File: src/rtl/timer_apb_if.sv
// APB bus bundle between the CPU-side master and the timer register block.
interface timer_apb_if;
    logic       psel;
    logic       penable;
    logic       pwrite;
    logic [7:0] paddr;
    logic [7:0] pwdata;
    logic [7:0] prdata;
    logic       pready;
    logic       pslverr;

    modport master (output psel, penable, pwrite, paddr, pwdata,
                    input  prdata, pready, pslverr);
    modport slave  (input  psel, penable, pwrite, paddr, pwdata,
                    output prdata, pready, pslverr);
endinterface

File: src/rtl/timer_apb_regif.sv
// APB responder holding the timer TDR/TCR/TSR registers, with a fixed number
// of wait states per transfer and an error response for unmapped addresses.
module timer_apb_regif #(
    parameter int         WAIT_CYCLES = 0,
    parameter logic [7:0] TDR_RST     = 8'h00
) (
    input  logic             pclk,
    input  logic             preset,
    timer_apb_if.slave       apb,
    input  logic             ovf_set,
    input  logic             udf_set,
    output logic [7:0]       tdr,
    output logic [7:0]       tcr,
    output logic [1:0]       tsr
);
    typedef enum logic [1:0] {IDLE = 2'd0, SETUP = 2'd1, ACCESS = 2'd2} state_t;

    localparam logic [1:0] WAIT_LD  = 2'(WAIT_CYCLES);
    localparam logic [7:0] ADDR_TDR = 8'h00;
    localparam logic [7:0] ADDR_TCR = 8'h01;
    localparam logic [7:0] ADDR_TSR = 8'h02;
    localparam logic [7:0] TCR_MASK = 8'hB3;

    state_t     state_q, state_d;
    logic [1:0] cnt_q, cnt_d;
    logic       pready_q, pready_d;
    logic       pslverr_q, pslverr_d;
    logic [7:0] prdata_q, prdata_d;
    logic [7:0] tdr_q, tdr_d;
    logic [7:0] tcr_q, tcr_d;
    logic [1:0] tsr_q, tsr_d;

    logic       addr_ok;
    logic       done;
    logic       wr_done;
    logic [7:0] rd_val;
    logic [7:0] rsp_data;
    logic [1:0] tsr_clr;

    always_comb begin
        addr_ok  = (apb.paddr <= ADDR_TSR);
        done     = (state_q == ACCESS) && pready_q && apb.psel && apb.penable;
        wr_done  = done && apb.pwrite && addr_ok;
        case (apb.paddr)
            ADDR_TDR: rd_val = tdr_q;
            ADDR_TCR: rd_val = tcr_q;
            ADDR_TSR: rd_val = {6'b0, tsr_q};
            default:  rd_val = 8'h00;
        endcase
        rsp_data = (addr_ok && !apb.pwrite) ? rd_val : 8'h00;
        tsr_clr  = (wr_done && apb.paddr == ADDR_TSR) ? apb.pwdata[1:0] : 2'b00;

        state_d   = state_q;
        cnt_d     = cnt_q;
        pready_d  = 1'b0;
        pslverr_d = 1'b0;
        prdata_d  = 8'h00;
        tdr_d     = tdr_q;
        tcr_d     = tcr_q;
        // Hardware set is OR-ed in after the clear so a same-cycle event wins.
        tsr_d     = (tsr_q & ~tsr_clr) | {udf_set, ovf_set};
        if (wr_done && apb.paddr == ADDR_TDR) tdr_d = apb.pwdata;
        if (wr_done && apb.paddr == ADDR_TCR) tcr_d = apb.pwdata & TCR_MASK;

        case (state_q)
            IDLE: begin
                if (apb.psel && !apb.penable) state_d = SETUP;
            end
            SETUP: begin
                cnt_d   = WAIT_LD;
                state_d = ACCESS;
                if (WAIT_CYCLES == 0) begin
                    pready_d  = 1'b1;
                    pslverr_d = !addr_ok;
                    prdata_d  = rsp_data;
                end
            end
            ACCESS: begin
                if (!apb.psel) begin
                    state_d = IDLE;
                end else if (done) begin
                    state_d = (apb.psel && !apb.penable) ? SETUP : IDLE;
                end else if (pready_q) begin
                    pready_d  = pready_q;
                    pslverr_d = pslverr_q;
                    prdata_d  = prdata_q;
                end else if (cnt_q != 2'd0) begin
                    cnt_d = cnt_q - 2'd1;
                    // Response is captured on the last wait edge.
                    if (cnt_q == 2'd1) begin
                        pready_d  = 1'b1;
                        pslverr_d = !addr_ok;
                        prdata_d  = rsp_data;
                    end
                end
            end
            default: state_d = IDLE;
        endcase
    end

    always_ff @(posedge pclk) begin
        if (preset) begin
            state_q   <= IDLE;
            cnt_q     <= 2'd0;
            pready_q  <= 1'b0;
            pslverr_q <= 1'b0;
            prdata_q  <= 8'h00;
            tdr_q     <= TDR_RST;
            tcr_q     <= 8'h00;
            tsr_q     <= 2'b00;
        end else begin
            state_q   <= state_d;
            cnt_q     <= cnt_d;
            pready_q  <= pready_d;
            pslverr_q <= pslverr_d;
            prdata_q  <= prdata_d;
            tdr_q     <= tdr_d;
            tcr_q     <= tcr_d;
            tsr_q     <= tsr_d;
        end
    end

    assign apb.prdata  = prdata_q;
    assign apb.pready  = pready_q;
    assign apb.pslverr = pslverr_q;
    assign tdr         = tdr_q;
    assign tcr         = tcr_q;
    assign tsr         = tsr_q;
endmodule

File: src/flat_wrapper.sv
// flat-port wrapper written by rule: the top's interface ports become plain ports
module timer_apb_regif_flat 
#(
    parameter int         WAIT_CYCLES = 0,
    parameter logic [7:0] TDR_RST     = 8'h00
)
  (pclk, preset, ovf_set, udf_set, tdr, tcr, tsr, apb_psel, apb_penable, apb_pwrite, apb_paddr, apb_pwdata, apb_prdata, apb_pready, apb_pslverr);
  timer_apb_if apb_i ();
  input  logic pclk;
  input  logic preset;
  input  logic ovf_set;
  input  logic udf_set;
  output logic [7:0] tdr;
  output logic [7:0] tcr;
  output logic [1:0] tsr;
  input wire logic [$bits(apb_i.psel)-1:0] apb_psel;
  input wire logic [$bits(apb_i.penable)-1:0] apb_penable;
  input wire logic [$bits(apb_i.pwrite)-1:0] apb_pwrite;
  input wire logic [$bits(apb_i.paddr)-1:0] apb_paddr;
  input wire logic [$bits(apb_i.pwdata)-1:0] apb_pwdata;
  output wire logic [$bits(apb_i.prdata)-1:0] apb_prdata;
  output wire logic [$bits(apb_i.pready)-1:0] apb_pready;
  output wire logic [$bits(apb_i.pslverr)-1:0] apb_pslverr;
  assign apb_i.psel = apb_psel;
  assign apb_i.penable = apb_penable;
  assign apb_i.pwrite = apb_pwrite;
  assign apb_i.paddr = apb_paddr;
  assign apb_i.pwdata = apb_pwdata;
  assign apb_prdata = apb_i.prdata;
  assign apb_pready = apb_i.pready;
  assign apb_pslverr = apb_i.pslverr;
  timer_apb_regif #(.WAIT_CYCLES(WAIT_CYCLES), .TDR_RST(TDR_RST)) u_core (.pclk(pclk), .preset(preset), .apb(apb_i), .ovf_set(ovf_set), .udf_set(udf_set), .tdr(tdr), .tcr(tcr), .tsr(tsr));
endmodule
File: config.mk
export PLATFORM = sky130hd
export DESIGN_NAME = timer_apb_regif_flat
export DESIGN_NICKNAME = d
export VERILOG_FILES = /design/src/rtl/timer_apb_if.sv /design/src/rtl/timer_apb_regif.sv /design/src/flat_wrapper.sv
export SDC_FILE = /design/constraint.sdc
export NUM_CORES = 1
export LEC_CHECK = 0
export CAP_MARGIN = 20
export CORE_MARGIN = 5
export CORE_UTILIZATION = 40
export CTS_CLUSTER_SIZE = 40
export DETAILED_ROUTE_END_ITERATION = 12
export GPL_ROUTABILITY_DRIVEN = 0
export PLACE_DENSITY_LB_ADDON = 0.3
export SYNTH_ARGS = -nofsm -noshare
export SYNTH_HDL_FRONTEND = slang
export SYNTH_SLANG_ARGS = --single-unit
File: constraint.sdc
create_clock -name pclk -period 2.1 [get_ports pclk]
set_input_delay 0.42 -clock pclk [delete_from_list [all_inputs] [get_ports pclk]]
set_output_delay 0.42 -clock pclk [all_outputs]
set_load 0.01 [all_outputs]
# Yosys cells after proc, flatten, opt, wreduce, memory -nomap -nowiden
# Cells that the tools add are included.
# word_totals
mem_bits_rw	0
out_inout_bits	28
register_bits	29
n_memories	0
in_bits	23
word_cells	75
mem_bits_ro	0
latchBits	0
# classes
n_addsub	1
n_eq_ne	12
n_mul	0
n_mux	31
shifts	0
n_reduce_logical	19
n_div	0
n_bitwise	3
magnitude_cmp	1
# ops
operator	count
$mux W8	6
$pmux W8 S3	1
$mux W2	8
$pmux W8 S2	1
$mux W1	11
$logic_and A1 B1 Y1	10
$eq A8 B1 Y1 const B	1
$eq A8 B2 Y1 const B	1
$le A8 B2 Y1 const B	1
$logic_not A8 Y1	1
$ne A2 B2 Y1 const B	4
$pmux W2 S3	1
$reduce_and A5 Y1	1
$eq A2 B1 Y1 const B	2
$ne A4 B4 Y1 const B	1
$pmux W1 S2	2
$pmux W2 S2	1
$reduce_bool A2 Y1	2
$logic_not A1 Y1	3
$ne A3 B2 Y1 const B	1
$and A2 B2 Y2	1
$eq A2 B2 Y1 const B	1
$logic_not A2 Y1	1
$ne A2 B1 Y1 const B	1
other kinds (4)	4

# Longest topological paths before layout
# depth
ltp_word	11
mapped_depth	6
depth_no_buf	6

# Worst setup path before layout
# No wires, ideal clock.
# synth_path
kind	input to register
from	input apb_paddr[5]
to	register u_core.tdr_q[0] (netlist: u_core.tdr[0])
setup_slack_ns	0.114
arrival_time_ns	1.858
required_time_ns	1.972
path_buffers	0
path_stages	4
path_cell_list	or4_4 > nor4_4 > mux2i_1 > nor2_1
# synth_between
elab_chain_len	3
# synth_rtl
item	line	text
from (decl)	flat_wrapper.sv:19	input wire logic [$bits(apb_i.paddr)-1:0] apb_paddr;
$le A8 B2 Y1	timer_apb_regif.sv:41	addr_ok = (apb.paddr <= ADDR_TSR);
$logic_and A1 B1 Y1	timer_apb_regif.sv:43	wr_done = done && apb.pwrite && addr_ok;
$logic_and A1 B1 Y1 *	timer_apb_regif.sv:62	if (wr_done && apb.paddr == ADDR_TDR) tdr_d = apb.pwdata;
to (signal assigned)	timer_apb_regif.sv:117	tdr_q <= tdr_d;
to (decl)	timer_apb_regif.sv:29	logic [7:0] tdr_q, tdr_d;
# Mark *: on every way between the ends. The rest lies on a longest branch, timed or not.
# A chain may end at the register's enable or synchronous reset.

# Final worst setup path
# layout_path
from	input apb_paddr[5]
to	register u_core.tsr_q[1] (netlist: u_core.tsr[1])
# layout_between
elab_chain_len	7
# layout_rtl
item	line	text
$le A8 B2 Y1	timer_apb_regif.sv:41	
$logic_and A1 B1 Y1	timer_apb_regif.sv:43	
$logic_and A1 B1 Y1 *	timer_apb_regif.sv:51	tsr_clr = (wr_done && apb.paddr == ADDR_TSR) ? apb.pwdata[1:0] : 2'b00;
$mux W2 *	timer_apb_regif.sv:51	
$not A2 Y2 *	timer_apb_regif.sv:61	tsr_d = (tsr_q & ~tsr_clr) | {udf_set, ovf_set};
$and A2 B2 Y2 *	timer_apb_regif.sv:61	
$or A2 B2 Y2 *	timer_apb_regif.sv:61	
to (signal assigned)	timer_apb_regif.sv:119	tsr_q <= tsr_d;
to (decl)	timer_apb_regif.sv:31	logic [1:0] tsr_q, tsr_d;
# Marked as above.

==> impl_metrics.env <==
export IMPL_clock_skew_ns=0.00818
export IMPL_worstSkewPairLatency_ns=0.33
export IMPL_grt_pass1_wl_mm=6.32
export IMPL_layout_drive_gt1_share_pct=12.7
export IMPL_row_count=21
export IMPL_ys_ff_latch=29
export IMPL_wl_per_cell_um=14.2
export IMPL_ys_warn_count=0
export IMPL_max_freq_mhz=503
export IMPL_min_from="u_core.apb.prdata[1]$_SDFFE_PP0P_"
export IMPL_cts_root_buf="clkbuf_4"
export IMPL_ioPinCount=51
export IMPL_clockBufferDepth=2
export IMPL_vdd_drop_max_uv=278
export IMPL_fin_hold_ws_ns=0.470
export IMPL_fin_crit_ns=1.99
export IMPL_min_path_type="reg2reg"
export IMPL_final_core_util_pct=61.5
export IMPL_core_sq_um=3360
export IMPL_layout_nets=242
export IMPL_cts_clk_slew_worst_paths_ns=0.10
export IMPL_drt_wl_total_mm=3.67
export IMPL_synthCells=147
export IMPL_htreeDepth=2
export IMPL_reg2reg_slack_ns=0.19
export IMPL_synth_area_leaders="dfxtp_1 (41%), mux2i_1 (14%), nor2_1 (7.2%), ha_1 (6.3%), nor4_4 (3.0%)"
export IMPL_chipHeight_um=69.2
export IMPL_holdBufCountCts=0
export IMPL_hold_depth=2
export IMPL_rsz0062_at_grt="no"
export IMPL_dp_hpwl_mm=2.91
export IMPL_ys_types=28
export IMPL_regArea_sq_um=581
export IMPL_drc=0
export IMPL_multiInputGateArea_sq_um=774
export IMPL_finalMaxSlewViolations=0
export IMPL_r2r_end="u_core.tdr[7]$_SDFFE_PP0P_"
export IMPL_crit_type="in2reg"
export IMPL_reg2reg_from="u_core.state_q[0]$_SDFFE_PP0P_"
export IMPL_synth_area_sq_um=1400
export IMPL_drt_initial_drc_count=55
export IMPL_cp_required_ns=2.30
export IMPL_ant_nets=0
export IMPL_io_buffers=47
export IMPL_synth_area_per_cell_sq_um=9.52
export IMPL_dr_total_vias=1290
export IMPL_track_usage_pct=16.0
export IMPL_antenna_found_initial=0
export IMPL_setup_worst_path_start_class="primary input"
export IMPL_fill_cells=321
export IMPL_ctsResizeCount=0
export IMPL_hold_end="u_core.apb.prdata[1]$_SDFFE_PP0P_"
export IMPL_yosysMostFrequentCell="dfxtp_1"
export IMPL_cts_made_buffers=5
export IMPL_synth_edf_count=0
export IMPL_initial_core_util_pct=41.6
export IMPL_post_cts_buffers=0
export IMPL_synth_seq_area_share_pct=41.5
export IMPL_placed_cells=251
export IMPL_power_density_nw_per_um2=489
export IMPL_critical_path_arrival_ns=2.19
export IMPL_r2r_cells=7
export IMPL_grt_pass1_vias=1406
export IMPL_post_place_ws_ns=-0.254
export IMPL_synth_top_area_share_pct=41.5
export IMPL_syn2layout_area_growth_pct=47.8
export IMPL_setup_slack_ns=0.112
export IMPL_synthTopCellsByCount="dfxtp_1 (29), nor2_1 (27), mux2i_1 (19)"
export IMPL_path_max_fanout=4
export IMPL_drtPass1Iterations=4
export IMPL_hold_viol_final=0
export IMPL_grt_max_degree=21
export IMPL_p_leak_uw=0.000760
export IMPL_status="completed"
export IMPL_synth_ff_type="dfxtp_1"
export IMPL_async_reset_ff_share_pct=0
export IMPL_cts_tree="done"
export IMPL_yosysTopAreaCell="dfxtp_1"
export IMPL_die_w_um=69.2
export IMPL_dieArea_sq_um=4780
export IMPL_diodes=0
export IMPL_setup_viol=0
export IMPL_routed_via_density=4.98
export IMPL_final_cells=259
export IMPL_overflow=0
export IMPL_cts_sinks=29
export IMPL_cap_violations=0
export IMPL_cp_end_kind="register"
export IMPL_post_route_period_util_pct=94.7
[layer usage]
layer / part of all wire (%) / vias to the layer above / wire length, um / global-route usage (%)
li1: - / 645 / - / -
met1: 42 / 599 / 1540 / 17.5
met2: 50 / 42 / 1820 / 27.5
met3: 7.6 / 4 / 279 / 7.12
met4: 0.93 / 0 / 34 / 4.77
met5: 0 / - / 0 / 0
[registers in the layout (all words and copies together) (netlist names)]
signal and count:
u_core.cnt_q 2, u_core.state_q 2, u_core.tsr 2, u_core.apb.pready 1, u_core.tdr 8, u_core.apb.prdata 8, u_core.apb.pslverr 1, u_core.tcr 5
[through the flow]
| stage | instance area [sq um] | TNS (ns) | power, uW |
|---|---|---|---|
| after global routing | 2070 | 0 | 1060 |
| after floorplan | 1410 | 0 | 625 |
| final | 2070 | 0 | 1010 |
| after global placement | 2010 | -3.19 | 692 |
| after CTS | 2070 | 0 | 1020 |
| after detailed placement | 2010 | -3.46 | 696 |
[layout make-up]
type	count	share of cell area (%)
Clock buffer	5	1.81
Clock inverter	3	0.846
Inverter	5	0.907
Multi-Input combinational cell	109	37.4
Sequential cell	29	28.1
Tap cell	46	2.78
Timing Repair Buffer	62	28.2
[power breakdown]
group | internal (uW) | switching (uW)
Sequential | 555 | 5.28
Clock | 126 | 204
Combinational | 70.1 | 52.8
[critical path: stages]
cell             delay (ns)
clkdlybuf4s50_1        0.40
or4_4                  0.59
or3_1                  0.37
nor3_1                 0.27
a311oi_1               0.14
[worst max-delay path by stage]
stage,end,slack (ns),cells after the start,from
after floorplan,u_core.tdr[0]$_SDFFE_PP0P_,0.11,4,apb_paddr[5]
after global placement,u_core.apb.prdata[1]$_SDFFE_PP0P_,-0.20,5,apb_paddr[5]
after detailed placement,u_core.tsr[1]$_SDFF_PP0_,-0.25,5,apb_paddr[5]
after CTS,u_core.tsr[1]$_SDFF_PP0_,0.1,5,apb_paddr[5]
after global routing,u_core.tdr[0]$_SDFFE_PP0P_,0.04,7,u_core.state_q[0]$_SDFFE_PP0P_
final,u_core.tsr[1]$_SDFF_PP0_,0.11,5,apb_paddr[5]
[placed cells by master (no fill, tap or decap), types with 2 or more instances in the layout]
master and n:
clkbuf_4 5, buf_4 15, a311oi_1 2, a21oi_1 7, inv_1 5, nor2b_1 3
nand2b_1 6, nor4_4 2, conb_1 3, mux2i_1 19, ha_1 7, a32o_1 4
a22o_1 3, o41ai_1 2, clkinv_2 2, a31oi_1 2, clkdlybuf4s50_1 47, nor3_1 3
dfxtp_1 29, nor2_1 27, or3_1 4, nand3_1 3, nand2_1 5
[cell families after synthesis]
family	share of synthesized area, %
other cells	0.268
simple gates	23.5
compound gates	11.2
mux	13.6
flops	41.5
buf+inv	3.75
fa+ha+maj	6.26
No activity file was read; power rests on OpenSTA's default activity.
